### src/rtl/sat_counter.sv
// Up-counter with synchronous clear that holds at all-ones instead of wrapping.
module sat_counter #(
    parameter int unsigned W = 8
) (
    input  logic         clk,
    input  logic         rst,
    input  logic         clr,
    input  logic         inc,
    output logic [W-1:0] q
);

    always_ff @(posedge clk) begin
        if (rst) begin
            q <= '0;
        end else if (clr) begin
            q <= '0;
        end else if (inc && (q != {W{1'b1}})) begin
            q <= q + W'(1);
        end
    end

endmodule

### config.mk
export PLATFORM = sky130hd
export DESIGN_NAME = sat_counter
export DESIGN_NICKNAME = d
export VERILOG_FILES = /design/src/rtl/sat_counter.sv
export SDC_FILE = /design/constraint.sdc
export NUM_CORES = 1
export LEC_CHECK = 0
export ABC_AREA = 1
export ABC_CLOCK_PERIOD_IN_PS = 1500
export BUFFER_PORTS_ARGS = -buffer_cell sky130_fd_sc_hd__buf_2
export CAP_MARGIN = 20
export CORE_AREA = 2 2 39 41
export CTS_CLUSTER_SIZE = 25
export DETAILED_ROUTE_END_ITERATION = 10
export DIE_AREA = 0 0 41 43
export HOLD_SLACK_MARGIN = 0.06
export SLEW_MARGIN = 20
export SYNTH_ARGS = -nofsm -noshare
export SYNTH_HDL_FRONTEND = slang
export SYNTH_SLANG_ARGS = --single-unit
### constraint.sdc
create_clock -name clk -period 1.5 [get_ports clk]
set_clock_uncertainty 0.05 [all_clocks]
set_input_delay 0.15 -clock clk [delete_from_list [all_inputs] [get_ports clk]]
set_output_delay 0.15 -clock clk [all_outputs]
set_load 0.01 [all_outputs]
# Word-level counts from Yosys, hierarchy flattened
# Index checks and enable logic that the tools add are counted.
[totals]
ff_bits = 8
input_bits = 4
out_inout_bits = 8
elab_cells = 5
[classes]
addsub = 1
eq_ne = 1
reduce_logical = 2
[ops]
columns = ["op", "n"]
rows = [
  ["8-bit by 1-bit adder with 8-bit output (second input constant)", 1],
  ["8-bit != test (second input constant)", 1],
  ["2-bit OR reduction", 1],
  ["1-bit logical AND", 1],
]

# Logic depth before layout (Yosys ltp)
[logic_depth]
depth_word = 2
depth_mapped = 7
mapped_depth_nobuf = 7

# Worst setup path after synthesis
# OpenSTA, ideal clock, no wires.
[synth_timing]
kind = "register -> register"
start = "register q[0]"
end = "register q[0]"
setup_ps = 115
t_arrival_ps = 1083
required_ps = 1335
path_slack_ps = 252
stages_incl_launch_ff = 7
path_buffers = 0
synth_period_minus_slack_ps = 1248
cell_sequence = "dfxtp_1 -> ha_1 -> nand2_1 -> inv_2 -> nand3_4 -> a21oi_1 -> nor2_1"
[synth_via]
elab_chain_cells = 2
elab_cells_between_ends = 3
cone_classes = "add/sub: 1; eq/ne: 1; reduce/logical: 1"
[synth_rtl]
columns = ["item", "line_no", "source"]
rows = [
  ["start: declaration", "9", "output logic [W-1:0] q"],
  ["start signal: assignment", "18", "q <= q + W'(1);"],
  ["parallel branches: the longest is 2 deep, another holds 8-bit by 1-bit adder with 8-bit output", "--", ""],
]
# Several ways; the timed one is not identified.
# A chain may end at the register's enable or synchronous reset.

# Worst setup path in the final report
[layout_timing]
start = "register q[0]"
end = "register q[1]"
# Same word-level chain as after synthesis.

==> flow_summary.ini <==
[timing]
relSlewSlack_pct = 65.83
rsz0062_at_grt = no
tns_ns = 0
finalSetupViolations = 0
period_needed_ns = 1.283
hold_violations = 0
worst_slew_pin_slew_ns = 0.5107
drv_slew = 0
fin_crit_sh_pct = 85.56
setup_ws_ns = 0.2165
fmax_mhz = 779.1

[global_route]
use_met1_pct = 18.45
grt_pass1_wl_um = 1524
grt_remaining_overflow = 0
grt_usage_pct = 13.18
grt_antenna_before_repair = 0
grt_use_met3_pct = 3.141
grt_pass1_vias = 376
grt_max_degree = 13
grt.busiest_layer = met1
met2_usage_pct = 15.63

[clock_network]
cts_resized = 0
path_clk_slew_ns = 0.05
holdBufCountCts = 0
cts-htree-levels = 1
postCtsSetupRepairBufs = 0
numCtsBuffers = 3
cts_tree = done
root_buffer = clkbuf_4
cts.sinks = 8
clkLatencyLatePin_ns = 0.25
clockBufferDepth = 2

[cells_and_area]
antenna_cells = 0
largest_register_ffs = 8
drive_gt1_share_pct = 22.09
regArea_um2 = 160.2
nets = 93
regMostFlops = q
top_regs = q: 8 flops
fillCellCount = 164
multi_input_area_um2 = 262.8
fin_util_pct = 40.05
final_area_um2 = 554.3
syn2layout_area_growth_pct = 20.38

[routing]
num_vias = 494
ant_nets = 0
drt_iter0_drc = 15
remaining_drc_errors = 0
via_per_inst = 4.843
routedWlPerCell_um = 9.216
first_pass_iters = 4
drt-total-wl_um = 940

[pwr]
p_per_area_mw_per_mm2 = 771.3
irDropWorstVdd_uv = 379.6
combPwrFrac_pct = 8.7
switching_power_w = 0.0001040
power.internal_w = 0.0003235
leakage_nw = 0.2583
p_sw_share_pct = 24.33
pwr-share-seq_pct = 51.9
p_clk_share_pct = 39.3

[critical_path]
critPathMaxFanout = 10
slowest_stage = dfxtp_1
cpMostUsedCell = nand2_1
startpoint_type = register
cp.arrival_ns = 1.43
cp.required_ns = 1.64
end_kind = register
crit_type = reg -> reg
cp_cell_sequence = ha_1 > nand2_1 > inv_2 > nand3_4 > nand3_1 > nand2_1 > nor2_1
critPathMaxStageDelay_ns = 0.41

[yosys]
synth_top_cell_by_area = dfxtp_1
synth.distinct_cells = 14
syn_area_per_cell_um2 = 6.307
synth_seq_cells = 8
synth.top_cells.by_area = dfxtp_1 35%, nand2_1 15%, nor2_1 12%
synth_top_area_share_pct = 34.78
syn_inst = 73
ys_seq_area_share_pct = 34.78
async_flop_share_pct = 0
ys_warn_count = 0
synth_nets = 78
synthFlopType = dfxtp_1
synth-edff-count = 0
yosysMostFrequentCell = nand2_1
syn-cell-area_um2 = 460.4
synthTopCellsByCount = 18 x nand2_1, 15 x nor2_1, 9 x nand3_1, 8 x dfxtp_1, 7 x inv_1

[placed_design]
gp_congestion = 0.7710
hpwl_um = 710.4
port-buffer-count = 11
place_area_um2 = 531.8
pre_cts_slack_ns = 0.2323

[floorplan]
die_h_um = 43
start_util_pct = 33.27
ios = 12
placementRows = 14
die_w_um = 41
coreArea_mm2 = 0.001384
die-area_mm2 = 0.001763

[status]
run_status = finished, final reports clean

[job]
maxCapViolations = 0

[hold_path]
hold_path_class = in -> reg
## metal layers
| metal | share of wire [%] | routed length (um) | vias to the layer above |
|---|---|---|---|
| met5 | 0 | 0 | - |
| met4 | 4.0 | 38 | 0 |
| met3 | 4.8 | 45 | 5 |
| met2 | 39 | 371 | 12 |
| met1 | 52 | 485 | 217 |
| li1 | - | - | 260 |
## critical path: cells and delay by family, from the launching register on
kind / cells / cell delay (ns)
adders and majority gates: 1 / 0.19
buffers and inverters: 1 / 0.10
DFF: 1 / 0.41
and+or+nand+nor: 5 / 0.46
## power groups by stage
stage	Clock, W	Combinational, W	Sequential, W
after floorplan	0	0.0000236	0.000228
after global placement	0	0.0000377	0.000226
after detailed placement	0	0.0000372	0.000227
after CTS	0.000177	0.0000373	0.000222
after global routing	0.000190	0.0000426	0.000223
final	0.000168	0.0000373	0.000222
## metrics by stage
stage               total power [W]  instances  hold slack [ns]
detailed placement        0.0002642         99           0.4499
global route              0.0004550        102           0.2172
finish                    0.0004275        102           0.1917
global placement          0.0002641         99           0.4494
floorplan                 0.0002517         73           0.3189
CTS                       0.0004366        102           0.1844
## cell type report
| type | instances | share of cell area, % |
|---|---|---|
| multi-input combinational | 55 | 47.40 |
| inverter | 9 | 6.095 |
| timing repair buffer | 11 | 9.932 |
| sequential | 8 | 28.89 |
| tap | 16 | 3.612 |
| clock buffer | 3 | 4.063 |
## final timing paths
path	from	endpoint	slack [ns]	cells after the start
min	rst	q[3]$_SDFFE_PP0P_	0.19	4
min reg2reg	q[6]$_SDFFE_PP0P_	q[6]$_SDFFE_PP0P_	0.46	2
max reg2reg	q[0]$_SDFFE_PP0P_	q[1]$_SDFFE_PP0P_	0.22	7
max	q[0]$_SDFFE_PP0P_	q[1]$_SDFFE_PP0P_	0.22	7
## cells by family after synthesis
group           after synthesis  share of synthesized area [%]
simple gates                 46                          45.65
fa+ha+maj                     1                          2.717
flops                         8                          34.78
compound gates                8                          8.696
buf+inv                      10                          8.153
## cells in the final DEF (no fill, tap or decap)
cell type	netlist	routed
nand3_4	1	1
a21oi_1	6	6
inv_2	2	2
nor2_1	15	15
nand2_1	18	18
nand4_1	1	1
inv_1	7	7
nand3_1	9	9
clkbuf_4	0	3
ha_1	1	1
dfxtp_1	8	8
buf_2	0	11
o21ai_0	2	2
nand2_2	1	1
nor2_4	1	1
(Power assumes the default switching activity.)
